===== config.mk =====
export PLATFORM = sky130hd
export DESIGN_NAME = crank_gen
export DESIGN_NICKNAME = d
export VERILOG_FILES = /design/src/rtl/crank_gen.sv
export SDC_FILE = /design/constraint.sdc
export NUM_CORES = 1
export LEC_CHECK = 0
export CAP_MARGIN = 10
export CORE_UTILIZATION = 50
export CTS_CLUSTER_SIZE = 20
export DETAILED_ROUTE_END_ITERATION = 10
export PLACE_DENSITY = 0.83
export SLEW_MARGIN = 40
export SYNTH_ARGS = -nofsm -noshare
export SYNTH_HDL_FRONTEND = slang
export SYNTH_SLANG_ARGS = --single-unit
export TNS_END_PERCENT = 50

===== constraint.sdc =====
create_clock -name clk -period 4 [get_ports clk]
set_input_delay 0.4 -clock clk [delete_from_list [all_inputs] [get_ports clk]]
set_output_delay 0.4 -clock clk [all_outputs]
set_load 0.005 [all_outputs]

===== src/rtl/crank_gen.sv =====
// Synthetic crank-wheel generator: N slots per revolution with G missing teeth
// at the end, each slot P clocks, real teeth high for the first H clocks.
module crank_gen #(
  parameter int PW = 16,
  parameter int TW = 8
) (
  input  logic          clk,
  input  logic          rst,
  input  logic          ena,
  input  logic [PW-1:0] tooth_period,
  input  logic [PW-1:0] high_time,
  input  logic [TW-1:0] tooth_count,
  input  logic [TW-1:0] gap_count,
  output logic          vr_out,
  output logic [TW-1:0] tooth_num,
  output logic          tooth_stb,
  output logic          rev_stb,
  output logic          busy,
  output logic          cfg_err
);

  localparam logic [PW-1:0] ONE_P = PW'(1);
  localparam logic [PW-1:0] TWO_P = PW'(2);
  localparam logic [TW-1:0] ONE_T = TW'(1);
  localparam logic [TW-1:0] TWO_T = TW'(2);

  typedef enum logic [1:0] {
    S_IDLE  = 2'd0,
    S_TOOTH = 2'd1,
    S_GAP   = 2'd2
  } state_t;

  state_t        r_state, w_state_next;
  logic [PW-1:0] r_per_cnt, w_per_cnt_next;
  logic [TW-1:0] r_tooth_num, w_tooth_num_next;
  logic [PW-1:0] r_p, r_h;
  logic [TW-1:0] r_n, r_g;
  logic          r_vr, r_tooth_stb, r_rev_stb, r_busy, r_cfg_err;
  logic          w_vr_next, w_tooth_stb_next, w_rev_stb_next, w_busy_next, w_cfg_err_next;
  logic          w_load, w_cfg_ok, w_last_cnt, w_last_slot;
  logic [TW-1:0] w_tooth_inc, w_n_real;
  logic [PW-1:0] w_h_eff;

  // Validity is judged on the live inputs: it only matters at start and wrap,
  // which are exactly the moments the shadows are loaded from those inputs.
  assign w_cfg_ok = (tooth_period >= TWO_P) && (high_time != '0) &&
                    (high_time < tooth_period) && (tooth_count >= TWO_T) &&
                    (gap_count < tooth_count);

  assign w_last_cnt  = (r_per_cnt == r_p - ONE_P);
  assign w_last_slot = (r_tooth_num == r_n - ONE_T);
  assign w_tooth_inc = r_tooth_num + ONE_T;
  assign w_n_real    = r_n - r_g;
  assign w_h_eff     = w_load ? high_time : r_h;

  // State register (also holds shadows and registered outputs)
  always_ff @(posedge clk or negedge rst) begin
    if (!rst) begin
      r_state     <= S_IDLE;
      r_per_cnt   <= '0;
      r_tooth_num <= '0;
      r_p         <= '0;
      r_h         <= '0;
      r_n         <= '0;
      r_g         <= '0;
      r_vr        <= 1'b0;
      r_tooth_stb <= 1'b0;
      r_rev_stb   <= 1'b0;
      r_busy      <= 1'b0;
      r_cfg_err   <= 1'b0;
    end else begin
      r_state     <= w_state_next;
      r_per_cnt   <= w_per_cnt_next;
      r_tooth_num <= w_tooth_num_next;
      if (w_load) begin
        r_p <= tooth_period;
        r_h <= high_time;
        r_n <= tooth_count;
        r_g <= gap_count;
      end
      r_vr        <= w_vr_next;
      r_tooth_stb <= w_tooth_stb_next;
      r_rev_stb   <= w_rev_stb_next;
      r_busy      <= w_busy_next;
      r_cfg_err   <= w_cfg_err_next;
    end
  end

  // Next-state logic; every decision to stop or wrap is taken on a slot's last clock
  always_comb begin
    w_state_next     = r_state;
    w_per_cnt_next   = r_per_cnt;
    w_tooth_num_next = r_tooth_num;
    w_load           = 1'b0;
    w_cfg_err_next   = r_cfg_err;
    case (r_state)
      S_IDLE: begin
        w_per_cnt_next   = '0;
        w_tooth_num_next = '0;
        if (ena) begin
          if (w_cfg_ok) begin
            w_state_next   = S_TOOTH;
            w_load         = 1'b1;
            w_cfg_err_next = 1'b0;
          end else begin
            w_cfg_err_next = 1'b1;
          end
        end
      end
      S_TOOTH, S_GAP: begin
        if (!w_last_cnt) begin
          w_per_cnt_next = r_per_cnt + ONE_P;
        end else begin
          w_per_cnt_next = '0;
          if (!ena) begin
            w_state_next     = S_IDLE;
            w_tooth_num_next = '0;
          end else if (w_last_slot) begin
            w_tooth_num_next = '0;
            if (w_cfg_ok) begin
              w_state_next = S_TOOTH;
              w_load       = 1'b1;
            end else begin
              w_state_next   = S_IDLE;
              w_cfg_err_next = 1'b1;
            end
          end else begin
            w_tooth_num_next = w_tooth_inc;
            w_state_next     = (w_tooth_inc < w_n_real) ? S_TOOTH : S_GAP;
          end
        end
      end
      default: begin
        w_state_next     = S_IDLE;
        w_per_cnt_next   = '0;
        w_tooth_num_next = '0;
      end
    endcase
  end

  // Output logic, evaluated on the next state so the outputs can be registered
  always_comb begin
    w_vr_next        = 1'b0;
    w_tooth_stb_next = 1'b0;
    w_rev_stb_next   = 1'b0;
    w_busy_next      = (w_state_next != S_IDLE);
    if (w_state_next == S_TOOTH) begin
      w_vr_next        = (w_per_cnt_next < w_h_eff);
      w_tooth_stb_next = (w_per_cnt_next == '0);
      w_rev_stb_next   = w_load;
    end
  end

  assign vr_out    = r_vr;
  assign tooth_num = r_tooth_num;
  assign tooth_stb = r_tooth_stb;
  assign rev_stb   = r_rev_stb;
  assign busy      = r_busy;
  assign cfg_err   = r_cfg_err;

endmodule

==> impl_metrics.xml <==
<?xml version="1.0" encoding="UTF-8"?>
<metrics>
  <group name="worst_setup_path">
    <metric name="worst_setup_ep_type" unit="">flop</metric>
    <metric name="critical-path-max-stage-delay" unit="ps">460</metric>
    <metric name="r2r-start" unit="">r_p[2]$_DFFE_PN0P_</metric>
    <metric name="cp.depth" unit="">17</metric>
    <metric name="critPathMaxFanout" unit="">30</metric>
    <metric name="timing.rr.end" unit="">vr_out$_DFF_PN0_</metric>
    <metric name="worstSetupEndpoint" unit="">vr_out$_DFF_PN0_</metric>
    <metric name="worst_path_dominant_cell_family" unit="">simple AND/OR/NAND/NOR gates</metric>
    <metric name="startpoint" unit="">r_p[2]$_DFFE_PN0P_</metric>
    <metric name="crit_slowest_cell" unit="">dfrtp_2</metric>
    <metric name="r2r_cells" unit="">17</metric>
    <metric name="critPathLaunchType" unit="">flop</metric>
    <metric name="path_class" unit="">reg -&gt; reg</metric>
    <metric name="critPathRequiredTime" unit="ps">4240</metric>
    <metric name="timing.reg2reg.setup_slack" unit="ps">-160</metric>
    <metric name="path_cells" unit="">or3_4 &gt; or3_1 &gt; a21oi_2 &gt; a211oi_2 &gt; nor4_4 &gt; buf_4 &gt; a31oi_2 &gt; or3_4 &gt; buf_6 &gt; mux2i_1 &gt; ha_1 &gt; nand4_1 &gt; or2_2 &gt; nor3_2 &gt; a21oi_1 &gt; o221ai_1 &gt; a211oi_2</metric>
    <metric name="worst-endpoint-arrival" unit="ps">4400</metric>
    <metric name="worstPathBufferInverterCount" unit="">2</metric>
  </group>
  <group name="cts">
    <metric name="h_tree_depth" unit="">3</metric>
    <metric name="clkLatencyLatePin" unit="ps">350</metric>
    <metric name="clkTransAtPathRegs" unit="ps">60</metric>
    <metric name="clock_tree.root_cell" unit="">clkbuf_16</metric>
    <metric name="clock_sink_count" unit="">79</metric>
    <metric name="cts_made_buffers" unit="">9</metric>
    <metric name="clock_path_buffers" unit="">2</metric>
    <metric name="cts_tree" unit="">yes</metric>
  </group>
  <group name="sta">
    <metric name="setup_tns" unit="ps">-163</metric>
    <metric name="fmaxAchievable" unit="MHz">240</metric>
    <metric name="finClkSkew" unit="ps">7.87</metric>
    <metric name="period_utilization" unit="%">104</metric>
    <metric name="timing.final.ws_setup" unit="ps">-163</metric>
    <metric name="tightestPinTransition" unit="ps">650</metric>
    <metric name="slew_violations" unit="">0</metric>
    <metric name="slew_headroom" unit="%">56.3</metric>
    <metric name="grt_setup_unrepaired" unit="">yes</metric>
    <metric name="timing.final.setup_violations" unit="">1</metric>
    <metric name="period_minus_slack" unit="ps">4160</metric>
    <metric name="finalHoldViolations" unit="">0</metric>
  </group>
  <group name="synthesis">
    <metric name="synthesis.nets" unit="">754</metric>
    <metric name="ys_warn_count" unit="">0</metric>
    <metric name="synth.lib_cells_used.distinct" unit="">62</metric>
    <metric name="synth_seq_cells" unit="">79</metric>
    <metric name="syn_avg_cell_area" unit="um2">8.93</metric>
    <metric name="synth_cells" unit="">645</metric>
    <metric name="synth_enable_flop_cells" unit="">0</metric>
    <metric name="synthFlopType" unit="">dfrtp_1</metric>
    <metric name="post_synth_arst_share" unit="%">100</metric>
    <metric name="yosysSeqAreaShare" unit="%">34.3</metric>
    <metric name="synth.cell_area" unit="um2">5760</metric>
  </group>
  <group name="run_status">
    <metric name="run_status" unit="">complete, but fails checks</metric>
    <metric name="violations" unit="">setup timing</metric>
  </group>
  <group name="drt">
    <metric name="drtIter0Drc" unit="">407</metric>
    <metric name="vias" unit="">5503</metric>
    <metric name="detail_route.first_pass.iterations" unit="">5</metric>
    <metric name="post_drt_wl_per_cell" unit="um">18.0</metric>
    <metric name="route.detailed.vias_per_inst" unit="">5.77</metric>
    <metric name="route.antenna.remaining_nets" unit="">0</metric>
    <metric name="drc" unit="">0</metric>
    <metric name="postRouteWirelength" unit="um">17200</metric>
  </group>
  <group name="global_route">
    <metric name="number_of_antenna_violations_at_the_first_check_in_global_routing" unit="">0</metric>
    <metric name="grt_start_max_net_pins" unit="">80</metric>
    <metric name="grt-ovfl-total" unit="">0</metric>
    <metric name="grt_usage" unit="%">29.6</metric>
    <metric name="grt_pass1_wl" unit="um">26800</metric>
    <metric name="grt_pass1_vias" unit="">5556</metric>
  </group>
  <group name="pwr">
    <metric name="clock_power_share" unit="%">15.4</metric>
    <metric name="net-switching-power" unit="uW">2000</metric>
    <metric name="power_leakage" unit="uW">0.00377</metric>
    <metric name="power.share.combinational" unit="%">58.0</metric>
    <metric name="powerDensity" unit="nW/um2">632</metric>
    <metric name="share_seq_of_total_power" unit="%">26.6</metric>
    <metric name="vdd.ir_drop.worst" unit="V">0.000499</metric>
    <metric name="switching_share_of_total_power" unit="%">41.0</metric>
    <metric name="p_int" unit="uW">2890</metric>
  </group>
  <group name="die">
    <metric name="initial_core_util" unit="%">52.2</metric>
    <metric name="chipHeight" unit="um">109</metric>
    <metric name="die-area" unit="um2">12000</metric>
    <metric name="top_level_ports" unit="">64</metric>
    <metric name="floorplan.core_area" unit="um2">11000</metric>
    <metric name="chipWidth" unit="um">109</metric>
    <metric name="fp-row-count" unit="">38</metric>
  </group>
  <group name="place">
    <metric name="gp_routability_congestion" unit="">0.933</metric>
    <metric name="buffer_ports.inserted" unit="">63</metric>
    <metric name="hpwl" unit="um">12900</metric>
    <metric name="pre_cts_slack" unit="ps">-608</metric>
  </group>
  <group name="final_layout">
    <metric name="layout-area-overhead-vs-synth" unit="%">34.4</metric>
    <metric name="layout.nets" unit="">917</metric>
    <metric name="antenna_cells_inserted" unit="">0</metric>
    <metric name="drive_above_1_share" unit="%">22.9</metric>
  </group>
  <group name="worst_hold_path">
    <metric name="holdCritPathClass" unit="">in -&gt; async</metric>
  </group>
  <group name="job">
    <metric name="number_of_max_cap_violations" unit="">0</metric>
  </group>
</metrics>
## sequential cells by signal (all words and copies together) (netlist names)
register,cells
tooth_num,8
r_state,2
r_n,8
rev_stb,1
r_per_cnt,16
r_g,8
tooth_stb,1
r_p,16
cfg_err,1
busy,1
r_h,16
vr_out,1
## power by group through the flow
| stage | Sequential [uW] | Clock (uW) | Combinational, uW |
|---|---|---|---|
| after floorplan | 1280 | 0 | 1610 |
| after global placement | 1280 | 0 | 2400 |
| after detailed placement | 1290 | 0 | 2520 |
| after CTS | 1300 | 765 | 2640 |
| after global routing | 1330 | 796 | 3110 |
| final | 1300 | 755 | 2840 |
## per-stage QoR
stage | hold WS, ps | area (um2) | total power, uW | utilization [%] | std cells
detailed placement | 487 | 7230 | 3820 | 65.5 | 925
CTS | 126 | 7580 | 4700 | 68.7 | 945
global placement | 472 | 7220 | 3680 | 65.5 | 925
floorplan | 104 | 5780 | 2890 | - | 645
global route | 135 | 7750 | 5230 | 70.2 | 953
finish | 74.5 | 7750 | 4890 | 70.2 | 953
## logic make-up after synthesis
| group | count (synthesis) | share of synthesized area [%] |
|---|---|---|
| AOI/OAI and AO/OA | 124 | 13.4 |
| muxes | 29 | 5.54 |
| and+or+nand+nor | 210 | 19.1 |
| xor gates and xnor gates | 56 | 8.51 |
| adders and majority gates | 58 | 12.7 |
| DFF | 79 | 34.3 |
| buffers and inverters | 89 | 6.43 |
## worst min-delay path by stage
stage / to / cells past startpoint
after floorplan: busy$_DFF_PN0_ / 0
after global placement: r_h[2]$_DFF_PN0_ / 2
after detailed placement: r_h[11]$_DFF_PN0_ / 1
after CTS: r_p[1]$_DFFE_PN0P_ / 1
after global routing: r_p[1]$_DFFE_PN0P_ / 1
final: r_p[1]$_DFFE_PN0P_ / 1
## repair_timing
item / CTS / global route
hold buffers: 0 / 0
setup buffers: 4 / 8
gates resized for setup: 15 / 21
setup endpoints to repair: 2 / 4
pin swaps: 10 / 16
## layout by cell type, fill, tap and decap left out, types with 3 or more instances in the layout
cell / netlist / final
o21ai_0: 45 / 43
and3_1: 8 / 8
nand3_1: 22 / 22
or2_2: 3 / 3
dfrtp_1: 79 / 76
inv_1: 60 / 58
clkinvlp_4: 0 / 3
nand2b_1: 7 / 7
nand4_1: 9 / 9
mux2_2: 11 / 11
xnor2_1: 38 / 37
o21ai_1: 3 / 4
nor3_2: 1 / 3
o21bai_1: 4 / 4
a21o_1: 9 / 9
nor2b_1: 6 / 6
nor4_1: 14 / 12
nand2_1: 57 / 56
dfrtp_2: 0 / 3
nor3_1: 15 / 12
clkinv_2: 0 / 3
a211oi_2: 1 / 3
and2_1: 3 / 3
nor2_1: 41 / 40
o22ai_1: 4 / 4
mux2_4: 3 / 3
a21oi_2: 0 / 3
buf_4: 0 / 116
a211oi_1: 11 / 9
xor2_1: 18 / 18
or3_1: 5 / 3
clkbuf_16: 0 / 9
mux2i_1: 15 / 14
ha_1: 57 / 55
clkdlybuf4s50_1: 0 / 62
a21oi_1: 23 / 20
## metal layers
metal	wire length [um]	up-vias	global-route usage [%]
met4	564	0	12.7
li1	-	2593	-
met2	7980	203	47.1
met3	1080	45	7.17
met5	0	-	0
met1	7550	2662	38.3
## cell type report
class	count	area (um2)
clock buffer	10	229
clock inverter	6	37.5
fill	826	3280
inverter	60	225
multi-input combinational	477	3570
sequential	79	1980
tap	140	175
timing repair buffer	181	1530
## cell usage after synthesis (5+ instances only)
| cell | n | share of area (%) |
|---|---|---|
| ha_1 | 57 | 12 |
| nand2_1 | 57 | 3.7 |
| or3_1 | 5 | 0.54 |
| buf_2 | 5 | 0.43 |
| nor3_1 | 15 | 1.3 |
| nor2_1 | 41 | 2.7 |
| a21oi_1 | 23 | 2.0 |
| a211oi_1 | 11 | 1.4 |
| dfrtp_1 | 79 | 34 |
| xnor2_1 | 38 | 5.8 |
| clkbuf_1 | 18 | 1.2 |
| and3_1 | 8 | 0.87 |
| mux2i_1 | 15 | 2.6 |
| nand2b_1 | 7 | 0.76 |
| mux2_2 | 11 | 2.1 |
| nand3_1 | 22 | 1.9 |
| nand4_1 | 9 | 0.98 |
| nor4_1 | 14 | 1.5 |
| xor2_1 | 18 | 2.7 |
| nor2b_1 | 6 | 0.65 |
| o21ai_0 | 45 | 3.9 |
| a21o_1 | 9 | 1.2 |
| inv_1 | 60 | 3.9 |
No activity file was read; power rests on OpenSTA's default activity.
